==> config.mk <==
export PLATFORM = sky130hd
export DESIGN_NAME = wb_ram_arbiter
export DESIGN_NICKNAME = d
export VERILOG_FILES = /design/src/rtl/wb_ram_arbiter.sv
export SDC_FILE = /design/constraint.sdc
export NUM_CORES = 1
export LEC_CHECK = 0
export ABC_AREA = 0
export CAP_MARGIN = 20
export CORE_AREA = 5 5 143 145
export CTS_BUF_LIST = sky130_fd_sc_hd__clkbuf_8 sky130_fd_sc_hd__clkbuf_16
export DETAILED_ROUTE_END_ITERATION = 8
export DIE_AREA = 0 0 148 150
export PLACE_DENSITY_LB_ADDON = 0.12
export SETUP_SLACK_MARGIN = 0.2
export SLEW_MARGIN = 10
export SYNTH_ARGS = -nofsm -noshare
export SYNTH_HDL_FRONTEND = slang
export SYNTH_SLANG_ARGS = --single-unit
==> constraint.sdc <==
create_clock -name wb_clk_i -period 3 [get_ports wb_clk_i]
set_input_delay 0.6 -clock wb_clk_i [delete_from_list [all_inputs] [get_ports wb_clk_i]]
set_output_delay 0.6 -clock wb_clk_i [all_outputs]
set_load 0.1 [all_outputs]
==> src/rtl/wb_ram_arbiter.sv <==
// Round-robin Wishbone B3 arbiter granting whole CYC-held bus cycles on one RAM slave.
// Latency: one registered arbitration cycle from m_cyc_i to s_cyc_o, then combinational passthrough.
// Backpressure: slave ACK/ERR pass straight to the owner; a stalled slave is cut off by the watchdog ERR.
module wb_ram_arbiter #(
  parameter int NUM_MASTERS = 3,
  parameter int AW          = 32,
  parameter int DW          = 32,
  parameter int TIMEOUT     = 255
) (
  input  logic                        wb_clk_i,
  input  logic                        wb_rst_i,
  input  logic [NUM_MASTERS*AW-1:0]   m_adr_i,
  input  logic [NUM_MASTERS*DW-1:0]   m_dat_i,
  input  logic [NUM_MASTERS*DW/8-1:0] m_sel_i,
  input  logic [NUM_MASTERS-1:0]      m_we_i,
  input  logic [NUM_MASTERS-1:0]      m_cyc_i,
  input  logic [NUM_MASTERS-1:0]      m_stb_i,
  input  logic [NUM_MASTERS*3-1:0]    m_cti_i,
  input  logic [NUM_MASTERS*2-1:0]    m_bte_i,
  output logic [DW-1:0]               m_dat_o,
  output logic [NUM_MASTERS-1:0]      m_ack_o,
  output logic [NUM_MASTERS-1:0]      m_err_o,
  output logic [AW-1:0]               s_adr_o,
  output logic [DW-1:0]               s_dat_o,
  output logic [DW/8-1:0]             s_sel_o,
  output logic                        s_we_o,
  output logic                        s_cyc_o,
  output logic                        s_stb_o,
  output logic [2:0]                  s_cti_o,
  output logic [1:0]                  s_bte_o,
  input  logic [DW-1:0]               s_dat_i,
  input  logic                        s_ack_i,
  input  logic                        s_err_i,
  output logic [NUM_MASTERS-1:0]      grant_o
);

  localparam int SW = DW / 8;
  localparam int OW = (NUM_MASTERS > 1) ? $clog2(NUM_MASTERS) : 1;
  // Watchdog fires after TIMEOUT stalled strobe cycles; the abort cycle is the one after that.
  localparam logic [15:0] TO_M1 = 16'(TIMEOUT - 1);

  typedef enum logic [1:0] {IDLE, OWNED, ABORT} state_t;

  state_t          state;
  logic [OW-1:0]   owner;
  logic [OW-1:0]   last_owner;
  logic [OW-1:0]   winner;
  logic [15:0]     wdog;

  logic [AW-1:0]   adr_a [NUM_MASTERS];
  logic [DW-1:0]   dat_a [NUM_MASTERS];
  logic [SW-1:0]   sel_a [NUM_MASTERS];
  logic [2:0]      cti_a [NUM_MASTERS];
  logic [1:0]      bte_a [NUM_MASTERS];

  function automatic logic [NUM_MASTERS-1:0] onehot(input logic [OW-1:0] idx);
    logic [NUM_MASTERS-1:0] v;
    v      = '0;
    v[idx] = 1'b1;
    return v;
  endfunction

  // Unpack the flat master buses into per-master lanes for clean owner muxing
  always_comb begin
    for (int n = 0; n < NUM_MASTERS; n++) begin
      adr_a[n] = m_adr_i[n*AW +: AW];
      dat_a[n] = m_dat_i[n*DW +: DW];
      sel_a[n] = m_sel_i[n*SW +: SW];
      cti_a[n] = m_cti_i[n*3 +: 3];
      bte_a[n] = m_bte_i[n*2 +: 2];
    end
  end

  // Round-robin pick: first requester scanning upward from last_owner+1, wrapping
  always_comb begin
    logic          found;
    logic [OW-1:0] kk;
    int            k;
    winner = last_owner;
    found  = 1'b0;
    for (int i = 1; i <= NUM_MASTERS; i++) begin
      k = int'(last_owner) + i;
      if (k >= NUM_MASTERS) k = k - NUM_MASTERS;
      kk = OW'(k);
      if (!found && m_cyc_i[kk]) begin
        winner = kk;
        found  = 1'b1;
      end
    end
  end

  // Owner passthrough while OWNED; single-cycle ERR to the owner in ABORT; everything quiet otherwise
  always_comb begin
    m_dat_o = s_dat_i;
    m_ack_o = '0;
    m_err_o = '0;
    s_adr_o = '0;
    s_dat_o = '0;
    s_sel_o = '0;
    s_we_o  = 1'b0;
    s_cyc_o = 1'b0;
    s_stb_o = 1'b0;
    s_cti_o = '0;
    s_bte_o = '0;
    if (state == OWNED) begin
      s_adr_o        = adr_a[owner];
      s_dat_o        = dat_a[owner];
      s_sel_o        = sel_a[owner];
      s_we_o         = m_we_i[owner];
      s_cyc_o        = m_cyc_i[owner];
      s_stb_o        = m_stb_i[owner] & m_cyc_i[owner];
      s_cti_o        = cti_a[owner];
      s_bte_o        = bte_a[owner];
      m_ack_o[owner] = s_ack_i;
      m_err_o[owner] = s_err_i;
    end else if (state == ABORT) begin
      m_err_o[owner] = 1'b1;
    end
  end

  // Ownership FSM with registered grant and stalled-strobe watchdog
  always_ff @(posedge wb_clk_i or posedge wb_rst_i) begin
    if (wb_rst_i) begin
      state      <= IDLE;
      owner      <= '0;
      last_owner <= OW'(NUM_MASTERS - 1);
      grant_o    <= '0;
      wdog       <= '0;
    end else begin
      case (state)
        IDLE: begin
          wdog <= '0;
          if (|m_cyc_i) begin
            state   <= OWNED;
            owner   <= winner;
            grant_o <= onehot(winner);
          end
        end
        OWNED: begin
          if (!m_cyc_i[owner]) begin
            state      <= IDLE;
            last_owner <= owner;
            grant_o    <= '0;
            wdog       <= '0;
          end else if (s_stb_o && !s_ack_i && !s_err_i) begin
            if (wdog == TO_M1) begin
              state   <= ABORT;
              grant_o <= '0;
              wdog    <= '0;
            end else begin
              wdog <= wdog + 16'd1;
            end
          end else begin
            wdog <= '0;
          end
        end
        ABORT: begin
          wdog <= '0;
          if (m_cyc_i[owner]) begin
            state   <= OWNED;
            grant_o <= onehot(owner);
          end else begin
            state      <= IDLE;
            last_owner <= owner;
          end
        end
        default: begin
          state   <= IDLE;
          grant_o <= '0;
          wdog    <= '0;
        end
      endcase
    end
  end

endmodule

==> flow_summary.yaml, run 1 <==
run_status:
  status: "complete, no violations"
pwr:
  power_density_nw_per_um2: 1120
  p_clk_frac: 0.033
  p_int_mw: 3.51
  seqPwrFrac: 0.053
  leakagePower_nw: 3.14
  combPwrFrac: 0.915
  p_switching_mw: 5.51
  max-vdd-ir-drop_uv: 619
  p_total_mw: 9.02
  switching_share: 0.610
yosys:
  synth_edf_count: 0
  ys_async_sr_fraction: 1.00
  avgSynthCellArea_um2: 7.11
  synth_top_family_by_area: "simple AND/OR/NAND/NOR gates"
  yosysTopAreaCell: "mux2i_1"
  synthFlopType: "dfrtp_1"
  seq_area_frac_synth: 0.164
  syn-instance-count: 538
  syn_area_um2: 3820
  synth_compound_area_frac: 0.162
  synthXorXnorAreaFrac: 0.0275
  synth-adder-area-share: 0.0294
  synthSimpleGateAreaFrac: 0.290
  synthMuxAreaShare: 0.210
  synth.top_cell.area_share: 0.202
  synth_area_leaders: "mux2i_1, dfrtp_1, and2_1"
  yosys_warnings: 0
  syn_nets: 811
  synth_cell_types: 48
  ys_seq_elements: 25
routing:
  drtIter0Drc: 137
  via_count: 4659
  drcViolationCount: 0
  viasPerCell: 4.44
  antenna_left: 0
  dr.pass1.iters: 4
  routed_wl_um: 22200
  wl_per_cell_um: 21.2
timing:
  period_needed_ns: 2.68
  finalHoldViolations: 0
  post-route-period-util: 0.893
  slew_headroom: 0.668
  finClkSkew_ns: 0.00406
  rsz0062_at_grt: "no"
  whs_ns: 0.507
  worst_pin_slew_ns: 0.493
  slew_violations: 0
  finalSetupTns_ns: 0
  max_freq_mhz: 373
  setup_violations: 0
floorplan:
  die_y_um: 150
  io_pins: 381
  die_w_um: 148
  die_area_um2: 22200
  core_area_um2: 19100
  start_util: 0.200
  rows: 51
setup_path:
  cp_num_buf_inv: 2
  crit_family: "buffers and inverters"
  crit_start: "m_cyc_i[0]"
  cp_slowest_stage_delay_ns: 0.59
  slowest_stage: "clkdlybuf4s50_1"
  crit_fanout: 7
  required_ns: 2.40
  cp_cell_sequence: "clkdlybuf4s50_1 > mux2i_1 > o2bb2ai_2 > nand2_1 > nor2_2 > buf_12"
  criticalPathCategory: "primary input to primary output"
  startpoint_type: "primary input"
  r2r-start: "owner[1]$_DFFE_PP0P_"
  arrival_ns: 2.08
  critPathCaptureType: "primary output"
cells_and_area:
  regArea_um2: 632
  layout_common_cells: "clkdlybuf4s50_1, nand2_1, buf_12"
  drive_gt1_frac: 0.163
  final_net_count: 1085
  utilization: 0.422
  nFillCells: 1854
  layout_commonest_cell: "clkdlybuf4s50_1"
  diodes: 0
  finalNonFillerCells: 1049
  multi_input_area_um2: 2790
  area_growth_pct: 111
clock_network:
  clock_sinks: 25
  cts_hold_buf: 0
  clock_path_buffers: 2
  clk_latency_ns: 0.26
  cts_htree_levels: 1
  clk_pin_slew_ns: 0.06
  cts_buffers: 3
  cts_tree: "done"
  cts-root-buf: "clkbuf_16"
global_routing:
  grt_util_all_layers: 0.182
  grt_antenna_before_repair: 0
  overflow: 0
  grt_pass1_wl_um: 30800
  grt_pass1_vias: 4661
  grt_max_degree: 86
hold_path:
  hold_class: "flip-flop to flip-flop"
  hp-start: "grant_o[2]$_DFFE_PP0P_"
placement:
  hpwlAfterDp_um: 18400
  place.gp.congestion: 0.839
  port_buffers: 316
  place_inst: 1034
run:
  drv_cap: 0
[logic make-up (layout without fill, tap and decap cells)]
logic type / count (synthesis) / after routing
mux: 80 / 80
xor+xnor: 12 / 12
flops: 25 / 25
buf+inv: 83 / 356
fa+ha+maj: 9 / 9
simple gates: 220 / 220
compound gates: 109 / 109
[synthesized netlist by cell type, types with 2 or more instances]
| cell type | instances |
|---|---|
| clkbuf_1 | 23 |
| a21oi_1 | 8 |
| nand2b_1 | 2 |
| nor2_1 | 24 |
| a32oi_1 | 2 |
| inv_1 | 12 |
| nor3b_1 | 2 |
| nor3_1 | 5 |
| mux2i_1 | 77 |
| buf_1 | 6 |
| mux2_2 | 3 |
| nor2b_1 | 2 |
| nand4_1 | 5 |
| and2_1 | 74 |
| or3_1 | 2 |
| buf_2 | 9 |
| a22oi_1 | 2 |
| nand2_1 | 89 |
| xnor2_1 | 2 |
| nand3b_1 | 2 |
| dfrtp_1 | 24 |
| xor2_1 | 10 |
| and3_1 | 4 |
| buf_4 | 33 |
| o21ai_0 | 82 |
| o21a_1 | 2 |
| ha_1 | 9 |
| nand3_1 | 3 |
[final timing paths]
path	endpoint	slack (ns)	cells after the start
max	s_stb_o	0.32	6
min	grant_o[2]$_DFFE_PP0P_	0.51	1
max reg2reg	grant_o[2]$_DFFE_PP0P_	0.53	8
min reg2reg	grant_o[2]$_DFFE_PP0P_	0.51	1
max in group asynchronous	last_owner[1]$_DFFE_PP1P_	2.02	3
min in group asynchronous	wdog[7]$_DFF_PP0_	0.69	3
[repair_timing]
| item | 4_1_cts | 5_1_grt |
|---|---|---|
| setup buffers | 2 | 9 |
| gates resized for setup | 3 | 2 |
| setup endpoints to repair | 4 | 5 |
| cloned | 0 | 0 |
[layout make-up]
type / count / share of cell area
Sequential cell: 25 / 0.0785
Inverter: 12 / 0.00559
Multi-Input combinational cell: 430 / 0.346
Clock inverter: 1 / 0.000466
Timing Repair Buffer: 340 / 0.523
Tap cell: 238 / 0.0370
Clock buffer: 3 / 0.00932
[per-layer routing]
metal / share of wire / up-vias / track usage
li1: - / 2339 / -
met1: 0.37 / 2108 / 0.202
met2: 0.48 / 204 / 0.305
met3: 0.15 / 8 / 0.115
met4: 0.0051 / 0 / 0.0194
met5: 0 / - / 0
[power groups by stage]
stage | Clock [mW] | Sequential, mW | Combinational [mW]
2_1_floorplan | 0 | 0.569 | 5.17
3_3_place_gp | 0 | 0.496 | 8.16
3_5_place_dp | 0 | 0.499 | 8.19
4_1_cts | 0.300 | 0.497 | 8.23
5_1_grt | 0.315 | 0.488 | 8.59
6_report | 0.294 | 0.477 | 8.25
[registers in the layout (all words and copies together) (netlist names)]
name / cells
wdog: 16
grant_o: 3
state: 2
last_owner: 2
owner: 2
[worst reg2reg max path: stages (launching register included)]
cell,delay (ns)
dfrtp_4,0.58
buf_4,0.18
buf_4,0.20
nand3b_1,0.23
o21a_1,0.18
or4_4,0.51
a21oi_4,0.22
o311ai_1,0.14
o21a_1,0.12
[per-stage QoR]
| step | setup WS, ns | cell area, µm² |
|---|---|---|
| CTS | 0.224 | 7980 |
| global route | 0.243 | 8050 |
| global placement | 0.321 | 7880 |
| floorplan | 0.175 | 3840 |
| finish | 0.322 | 8050 |
| detailed placement | 0.263 | 7880 |
No activity file was read; power rests on OpenSTA's default activity.
==> run 2, diff against run 1 <==
- CORE_AREA: 5 5 143 145 -> 10 10 140 142
- DIE_AREA: 0 0 148 150 -> 0 0 150 152
- REMOVE_ABC_BUFFERS: unset -> 1
==> run 2 against run 1 <==
Non-clock buffer count fell by 9. Global-route usage is 1.3 points higher. Cell count decreased by 1.8%. Largest cell class unchanged. Highest routed layer unchanged.
==> flow_summary.yaml, run 2 (same netlist as run 1, synthesis figures left out) <==
run_status:
  status: "complete, no violations"
clock_network:
  cts_tree: "done"
  cts_buffers: 3
  clock_sinks: 25
  clk_pin_slew_ns: 0.06
  post_cts_buffers: 0
  cts-root-buf: "clkbuf_16"
  cts_htree_levels: 1
  clk_latency_ns: 0.26
  clock_path_buffers: 2
  cts_hold_buf: 0
pwr:
  leakagePower_nw: 3.08
  p_switching_mw: 5.45
  combPwrFrac: 0.909
  switching_share: 0.614
  power_density_nw_per_um2: 1120
  seqPwrFrac: 0.057
  p_clk_frac: 0.034
  p_total_mw: 8.88
  max-vdd-ir-drop_uv: 752
  p_int_mw: 3.43
routing:
  via_count: 4839
  antenna_left: 0
  routed_wl_um: 23600
  wl_per_cell_um: 22.9
  drcViolationCount: 0
  drtIter0Drc: 223
  dr.pass1.iters: 5
  viasPerCell: 4.70
cells_and_area:
  utilization: 0.469
  area_growth_pct: 108
  final_net_count: 1076
  top_regs: "wdog: 16 flops, grant_o: 3 flops"
  largest-register: "wdog"
  fin_area_um2: 7940
  layout_common_cells: "clkdlybuf4s50_1, nand2_1, buf_12"
  finalNonFillerCells: 1030
  largest_register_ffs: 16
  drive_gt1_frac: 0.147
  layout_commonest_cell: "clkdlybuf4s50_1"
placement:
  place_area_um2: 7850
  hpwlAfterDp_um: 19700
  place.gp.congestion: 0.938
  place_ws_ns: 0.295
  place_inst: 1023
  port_buffers: 316
setup_path:
  r2r-start: "owner[1]$_DFFE_PP0P_"
  crit_family: "buffers and inverters"
  cp_slowest_stage_delay_ns: 0.48
  r2r-end: "grant_o[2]$_DFFE_PP0P_"
  critPathCaptureType: "primary output"
  r2r_cells: 7
  criticalPathCategory: "primary input to primary output"
  cp_num_buf_inv: 2
  rrSetupSlack_ns: 0.63
  required_ns: 2.40
  slowest_stage: "clkdlybuf4s50_1"
  crit_fanout: 4
  cp_cell_sequence: "clkdlybuf4s50_1 > mux2i_1 > o2bb2ai_1 > nand2_1 > nor2_2 > buf_12"
  startpoint_type: "primary input"
  arrival_ns: 2.07
global_routing:
  grt_max_degree: 54
  grt_pass1_vias: 5037
  overflow: 0
  grt_antenna_before_repair: 1
  grt_util_all_layers: 0.195
  grt_pass1_wl_um: 34700
run:
  drv_cap: 0
timing:
  slew_violations: 0
  post-route-period-util: 0.889
  finalHoldViolations: 0
  rsz0062_at_grt: "no"
  setup_violations: 0
  period_needed_ns: 2.67
  slew_headroom: 0.650
  worst_pin_slew_ns: 0.525
  setup_ws_ns: 0.334
  finClkSkew_ns: 0.00418
  max_freq_mhz: 375
floorplan:
  die_y_um: 152
  die_area_um2: 22800
  die_w_um: 150
  io_pins: 381
  rows: 48
  core_area_um2: 16900
  start_util: 0.226
hold_path:
  hp-start: "grant_o[2]$_DFFE_PP0P_"
  hold_class: "flip-flop to flip-flop"
  hold_end: "grant_o[2]$_DFFE_PP0P_"
  worstHoldPathCells: 1
## run 2: changes by cell type in the layout (fill, tap and decap cells not counted), sizes merged
cell,delta
inv,-1
buf,-9
diode,+3
clkinvlp,+1
## run 2: worst max-delay path by stage
stage	start	end	slack, ns	cells after the start
after global routing	m_cyc_i[0]	s_stb_o	0.21	6
after floorplan	owner[1]$_DFFE_PP0P_	s_stb_o	-4.04	4
after CTS	m_cyc_i[0]	s_stb_o	0.29	6
after detailed placement	m_cyc_i[0]	s_stb_o	0.29	6
after global placement	m_cyc_i[2]	s_stb_o	0.28	6
final	m_cyc_i[0]	s_stb_o	0.33	6
## run 2: final cells by class
type,count,area (µm²)
Inverter,12,45.0
Tap cell,225,282
Clock inverter,1,7.51
Timing Repair Buffer,331,4130
Clock buffer,3,75.1
Sequential cell,25,632
Multi-Input combinational cell,430,2760
Antenna cell,3,7.51
Fill cell,1624,9000
## run 2: power groups by stage
| stage | Combinational, mW | Sequential [mW] | Clock (mW) |
|---|---|---|---|
| CTS | 8.14 | 0.511 | 0.306 |
| floorplan | 4.76 | 0.775 | 0 |
| finish | 8.07 | 0.507 | 0.300 |
| global placement | 8.08 | 0.515 | 0 |
| detailed placement | 8.13 | 0.517 | 0 |
| global route | 8.39 | 0.520 | 0.320 |
## run 2: repair_timing
| action | CTS | global route |
|---|---|---|
| hold endpoints to repair | 0 | 0 |
| endpoints found under the setup margin | 0 | 1 |
| resized for setup | 0 | 1 |
## run 2: stage by stage
| stage | hold slack (ns) | setup TNS (ns) |
|---|---|---|
| after floorplan | 0.487 | -353.19 |
| after global placement | 0.494 | 0 |
| after detailed placement | 0.492 | 0 |
| after CTS | 0.519 | 0 |
| after global routing | 0.552 | 0 |
| final | 0.520 | 0 |
## run 2: routing by layer
layer	vias up	part of all wire	track usage
li1	2325	-	-
met1	2277	0.37	0.220
met2	219	0.51	0.343
met3	18	0.11	0.0731
met4	0	0.017	0.0356
met5	-	0	0
